===== config.mk =====
export PLATFORM = sky130hd
export DESIGN_NAME = rle_fast_param
export DESIGN_NICKNAME = d
export VERILOG_FILES = /design/src/rtl/rle_fast_param.sv
export SDC_FILE = /design/constraint.sdc
export NUM_CORES = 1
export LEC_CHECK = 0
export BUFFER_PORTS_ARGS = -buffer_cell sky130_fd_sc_hd__buf_2
export CORE_MARGIN = 3
export CORE_UTILIZATION = 51
export CTS_CLUSTER_SIZE = 16
export DETAILED_ROUTE_END_ITERATION = 10
export PLACE_DENSITY = 0.87
export RECOVER_POWER = 100
export SETUP_SLACK_MARGIN = 0.5
export SYNTH_ARGS = -nofsm -noshare
export SYNTH_HDL_FRONTEND = slang
export SYNTH_SLANG_ARGS = --single-unit

===== constraint.sdc =====
create_clock -name clk -period 4.5 [get_ports clk]
set_input_delay 0 -clock clk [delete_from_list [all_inputs] [get_ports clk]]
set_output_delay 0 -clock clk [all_outputs]
set_load 0.005 [all_outputs]

===== src/rtl/rle_fast_param.sv =====
// Run-length encoder: reads a byte message through SRAM port A and writes packed
// (symbol,count) pairs back through the same port. COUNT_W=8 packs two pairs per word.
module rle_fast_param #(
  parameter int unsigned COUNT_W = 8,
  parameter int unsigned MAX_RUN = (1 << COUNT_W) - 1
) (
  input  logic        clk,
  input  logic        reset,
  input  logic        start,
  input  logic [31:0] message_addr,
  input  logic [31:0] message_size,
  input  logic [31:0] rle_addr,
  output logic [31:0] rle_size,
  output logic        done,
  output logic        port_A_clk,
  output logic [15:0] port_A_addr,
  output logic        port_A_we,
  output logic [31:0] port_A_data_in,
  input  logic [31:0] port_A_data_out
);

  localparam bit WIDE = (COUNT_W > 8);

  // state | meaning
  // IDLE  | waiting for start; done holds the last result
  // RD    | read address on port A
  // CAP   | capture read word, advance read address
  // SCAN  | consume one byte (or four on the fast path), or emit the final pair
  // WR    | write one full output word
  // FIN   | flush a half-filled word, then raise done
  typedef enum logic [2:0] {IDLE, RD, CAP, SCAN, WR, FIN} state_t;

  state_t             state, resume, after;
  logic [15:0]        read_addr, write_addr, size, total, total_nxt;
  logic [31:0]        byte_str, pair_word, full_word;
  logic [1:0]         idx;
  logic [7:0]         symbol, cur_byte;
  logic [COUNT_W-1:0] count;
  logic               half, fast, same, mid_emit, wr_now;
  logic [15:0]        buf_lo;

  logic unused_bits;
  assign unused_bits = ^{message_addr[31:16], message_size[31:16], rle_addr[31:16]};

  assign port_A_clk = clk;

  always_comb begin
    cur_byte  = byte_str[{idx, 3'b000} +: 8];
    fast      = (idx == 2'd0) && (count != '0) && (byte_str == {4{symbol}})
                && (({1'b0, total} + 17'd4) <= {1'b0, size})
                && ((32'(count) + 32'd4) <= MAX_RUN);
    same      = (cur_byte == symbol) && (32'(count) < MAX_RUN);
    mid_emit  = !fast && (count != '0) && !same;
    total_nxt = total + (fast ? 16'd4 : 16'd1);
    if (total_nxt == size)              after = SCAN;
    else if (fast || idx == 2'd3)       after = RD;
    else                                after = SCAN;
    pair_word = 32'({symbol, count});
    full_word = WIDE ? pair_word : {pair_word[15:0], buf_lo};
    wr_now    = mid_emit && (WIDE || half);
  end

  always_ff @(posedge clk) begin
    if (reset) begin
      state          <= IDLE;
      resume         <= IDLE;
      done           <= 1'b0;
      rle_size       <= '0;
      port_A_we      <= 1'b0;
      port_A_addr    <= '0;
      port_A_data_in <= '0;
      read_addr      <= '0;
      write_addr     <= '0;
      size           <= '0;
      total          <= '0;
      byte_str       <= '0;
      idx            <= '0;
      symbol         <= '0;
      count          <= '0;
      half           <= 1'b0;
      buf_lo         <= '0;
    end else begin
      // port A idles on the read address unless a write is being issued
      port_A_we   <= 1'b0;
      port_A_addr <= read_addr;
      case (state)
        IDLE: if (start) begin
          read_addr   <= message_addr[15:0];
          port_A_addr <= message_addr[15:0];
          write_addr  <= rle_addr[15:0];
          size        <= message_size[15:0];
          rle_size    <= '0;
          done        <= 1'b0;
          count       <= '0;
          total       <= '0;
          half        <= 1'b0;
          buf_lo      <= '0;
          state       <= (message_size[15:0] == 16'd0) ? FIN : RD;
        end
        RD: state <= CAP;
        CAP: begin
          byte_str    <= port_A_data_out;
          read_addr   <= read_addr + 16'd4;
          port_A_addr <= read_addr + 16'd4;
          idx         <= 2'd0;
          state       <= SCAN;
        end
        SCAN: if (total == size) begin
          port_A_we   <= 1'b1;
          port_A_addr <= write_addr;
          half        <= 1'b0;
          if (WIDE || half) begin
            port_A_data_in <= full_word;
            resume         <= FIN;
            state          <= WR;
          end else begin
            port_A_data_in <= {16'h0000, pair_word[15:0]};
            state          <= FIN;
          end
        end else begin
          total <= total_nxt;
          idx   <= idx + 2'd1;
          if (fast) begin
            count <= count + COUNT_W'(4);
          end else if (mid_emit) begin
            symbol <= cur_byte;
            count  <= COUNT_W'(1);
            if (WIDE || half) begin
              port_A_we      <= 1'b1;
              port_A_addr    <= write_addr;
              port_A_data_in <= full_word;
              half           <= 1'b0;
            end else begin
              buf_lo <= pair_word[15:0];
              half   <= 1'b1;
            end
          end else begin
            symbol <= cur_byte;
            count  <= count + COUNT_W'(1);
          end
          resume <= after;
          state  <= wr_now ? WR : after;
        end
        WR: begin
          write_addr <= write_addr + 16'd4;
          rle_size   <= rle_size + 32'd4;
          if (resume == FIN) begin
            done  <= 1'b1;
            state <= IDLE;
          end else begin
            state <= resume;
          end
        end
        FIN: begin
          if (port_A_we) begin
            write_addr <= write_addr + 16'd4;
            rle_size   <= rle_size + 32'd4;
          end
          done  <= 1'b1;
          state <= IDLE;
        end
        default: state <= IDLE;
      endcase
    end
  end

endmodule


# After elaboration in Yosys (flattened, before gate mapping)
# Cells that the tools add are included.
# word_totals
regBits,219
input_bits,131
out_inout_bits,83
elab_cells,144
# op_classes
n_addsub,9
n_lt_le_gt_ge,3
n_eq_ne,22
n_shift,1
n_mux,57
bitwise,3
n_reduce_logical,32
# ops
op,count
2-to-1 mux 32 bit,7
2-to-1 mux 16 bit,13
case mux 16 bit (2 select lines),3
case mux 16 bit (3 select lines),2
case mux 32 bit (3 select lines),1
"adder 16 x 3 -> 16 bit, second input constant",2
"adder 32 x 3 -> 32 bit, second input constant",1
equality test 16 bit,2
equality test 32 bit,1
2-to-1 mux 8 bit,4
indexed part select 32 x 6 -> 8 bit,1
2-to-1 mux 3 bit,9
"adder 16 x 3 -> 17 bit, second input constant",1
less-or-equal comparator 17 x 16 -> 1 bit,1
adder 16 x 3 -> 16 bit,1
zero test 16 bit,1
"!= test 2 bit, second input constant",8
case mux 8 bit (2 select lines),1
case mux 3 bit (5 select lines),1
AND reduction 3 bit,4
2-to-1 mux 1 bit,11
nonzero test 2 bit,5
"adder 8 x 3 -> 9 bit, second input constant",1
"equality test 3 bit, second input constant",3
other kinds (27),43

# Longest topological paths before layout
# depth
ltp_word,12
ltp_mapped,23
mapped_depth_nobuf,21

==> impl_metrics.csv <==
group,metric,value,unit
status,status,"finished with violations",
status,violations,"max-capacitance violations, max-slew violations",
power_and_ir_drop,ir_worst_vdd,0.000311,V
timing,drv_slew,48,
drt,viasPerCell,6.08,
yosys,syn_area,0.0118,mm^2
power_and_ir_drop,p_clk_share,39.6,%
yosys,yosysWarnings,0,
drt,wl,36.1,mm
yosys,ys_ff_latch,217,
drt,drc,0,
final_layout,fill_cells,1725,
yosys,synth-main-ff-cell,"dfxtp_1",
drt,wire_per_inst,18.2,um
grt,antenna_found_initial,3,
yosys,seq_area_frac_synth,36.9,%
floorplanning,die_h,158,um
yosys,yosys.area_share.simple,22.7,%
run,drv_cap,2,
yosys,synth-adder-area-share,3.19,%
floorplanning,core.rowCount,54,
placement,place_area,0.0128,mm^2
yosys,synth_mux_area_share,5.16,%
grt,grt_pass1_wl,57.5,mm
power_and_ir_drop,p_int,3800,uW
floorplanning,die_w,158,um
grt,grt_pass1_vias,11496,
yosys,synth_edf_count,0,
timing,setup_tns,0,ns
setup_path,r2r_slack,0.15,ns
setup_path,path_class,"reg2reg",
drt,drt_iter0_drc,1594,
floorplanning,die_area,0.0249,mm^2
power_and_ir_drop,power.density,371,mW/mm^2
yosys,synth_xor_area_share,7.08,%
timing,fin_hold_ws,0.0414,ns
floorplanning,fp.coreArea,0.0222,mm^2
grt,grt_start_max_net_pins,82,
final_layout,nets,1842,
timing,hold_viol_final,0,
setup_path,startpoint_type,"register",
yosys,synth-compound-area-share,19.4,%
floorplanning,io_pins,214,
yosys,syn_avg_cell_area,8.02,um^2
grt,track_usage,28.0,%
timing,min_period,4.35,ns
timing,fmax,0.230,GHz
yosys,synthCells,1467,
setup_path,cp.arrival,4.89,ns
power_and_ir_drop,p_switching,1660,uW
yosys,synth_cell_types,71,
placement,dp_hpwl,23.1,mm
cts,clk_latency,0.65,ns
worst_hold_path,hp-class,"in2reg",
placement,port-buffer-count,163,
yosys,async_flop_share,0,%
placement,place_congestion,0.941,
setup_path,required,5.05,ns
power_and_ir_drop,seqPwrFrac,39.9,%
worst_hold_path,min-delay-start,"start",
power_and_ir_drop,leakage,0.00549,uW
timing,tightest_slew,2.12,ns
cts,cts_tree,"yes",
setup_path,cp_max_fo,6,
final_layout,utilization,66.2,%
final_layout,drive_gt1_share,16.2,%
final_layout,stdcell_area,0.0147,mm^2
setup_path,worstReg2RegStart,"total[2]",
timing,finClkSkew,0.0276,ns
grt,overflow,0,
timing,grt_setup_unrepaired,"true",
setup_path,end_kind,"register",
yosys,synth_top_family_by_area,"simple AND/OR/NAND/NOR gates",
timing,period_share,96.6,%
drt,vias,12057,
cts,clk_pin_slew,0.07,ns
setup_path,cp-startpoint,"total[2]",
final_layout,syn2layout_area_growth,25.2,%
power_and_ir_drop,switching_share,30.4,%
floorplanning,initial_core_util,52.9,%
drt,firstDrtPassIters,7,
drt,antenna_left,0,
power_and_ir_drop,combPwrFrac,20.5,%
timing,relSlewSlack,-41.8,%
timing,setup_viol_count_final,0,
-- path summary, 6_finish.rpt --
path | endpoint | cells past startpoint
worst max-delay path | resume[1] | 19
worst min-delay path | read_addr[4] | 5
worst max register to register | resume[1] | 19
worst min register to register | write_addr[0] | 2
-- through the flow --
stage	cells	worst slack, ns	total power [uW]
floorplan	1468	0.264	2950
global placement	1831	0.178	3210
detailed placement	1831	0.0480	3240
CTS	1972	0.205	5480
global route	1982	0.00629	5680
finish	1983	0.154	5460
-- cells in the final DEF, fill, tap and decap left out, types with 6 or more instances in the layout --
cell type,count
inv_1,41
nor4_1,14
o22ai_1,9
dlygate4sd3_1,86
a221oi_1,6
or4_1,9
xor2_1,49
dfxtp_1,211
nand4_1,32
o21ai_0,56
and3_1,12
xnor2_1,45
a211oi_1,9
a311oi_1,7
a22o_1,11
mux4_2,8
buf_4,32
ha_1,26
clkbuf_16,26
o211ai_1,7
clkbuf_1,64
a211oi_2,15
buf_2,107
a21oi_1,132
clkinvlp_4,6
nor2b_1,13
a21o_1,6
or3_1,10
nor3_1,17
a2111oi_0,9
nand3_1,39
nor2_1,157
a31oi_1,14
mux2i_1,37
nand2b_1,22
nand2_1,211
-- critical path: stages, from the launching register on --
cell and delay, ns:
dfxtp_4 0.38, ha_4 0.15, nand3_4 0.13, xnor2_2 0.17, ha_1 0.30, a21o_1 0.20, a21o_1 0.19, a2111oi_4 0.30
o311ai_2 0.19, a2111oi_4 0.42, buf_4 0.19, ha_4 0.17, a31oi_4 0.13, buf_6 0.16, or3_4 0.32, a311oi_2 0.25
a31o_2 0.14, nand4_1 0.13, a2bb2oi_2 0.19, a21oi_2 0.17
-- power by group through the flow --
stage	Clock (uW)	Sequential [uW]	Combinational, uW
after global routing	2270	2190	1220
after detailed placement	9.65	2210	1020
final	2160	2180	1120
after global placement	9.65	2210	989
after CTS	2210	2170	1100
after floorplan	14.4	2160	769
-- cell families (layout without fill, tap and decap cells) --
group | count (synthesis) | count (layout)
adder cells (fa/ha/maj) | 30 | 30
multiplexers | 50 | 50
flip-flops | 217 | 217
AND/OR/NAND/NOR | 583 | 583
AO/OA/AOI/OAI | 337 | 337
XOR/XNOR | 95 | 95
buffers and inverters | 154 | 385
other | 1 | 6
-- registers in the layout (all words and copies together), names as in the netlist --
signal,cells
symbol,8
done,1
port_A_data_in,32
rle_size,30
port_A_addr,16
port_A_we,1
half,1
size,16
total,16
state,3
resume,3
count,8
idx,2
byte_str,32
write_addr,16
buf_lo,16
read_addr,16
-- layer usage --
layer | global-route usage (%) | part of all wire (%) | vias to the layer above
li1 | - | - | 5599
met1 | 36.6 | 40 | 5567
met2 | 45.3 | 46 | 742
met3 | 4.57 | 9.4 | 149
met4 | 13.4 | 4.6 | 0
met5 | 0 | 0 | -
-- cells in the mapped netlist, types with 16 or more instances --
library cell / count / area, um^2
nand2_1: 212 / 796
nor2_1: 165 / 619
nor4_1: 19 / 119
nand2b_1: 22 / 138
ha_1: 30 / 375
o21ai_0: 54 / 270
clkbuf_1: 85 / 319
xnor2_1: 46 / 403
xor2_1: 49 / 429
nor3_1: 19 / 95.1
nand3_1: 43 / 215
a211oi_2: 16 / 200
a21oi_1: 135 / 676
inv_1: 42 / 158
mux2i_1: 37 / 370
dfxtp_1: 217 / 4340
nand4_1: 32 / 200
-- timing repair --
item / in CTS / in global routing
hold buffers: 86 / 0
gates resized for setup: 19 / 24
hold endpoints to repair: 101 / 0
endpoints found under the setup margin: 4 / 20
pin swaps: 15 / 19
setup buffers: 8 / 7
-- area by class of cell --
type                    count  area [um^2]  area share, %
inverters                  44          165           1.12
multi-input cells        1097         7010           47.6
flip-flops and latches    217         4360           29.6
repair buffers            293         1930           13.1
clock buffers              33          714           4.85
well taps                 280          350           2.38
diodes                      4         10.0         0.0680
clock inverters            15          180           1.22
No activity file was read; power rests on OpenSTA's default activity.
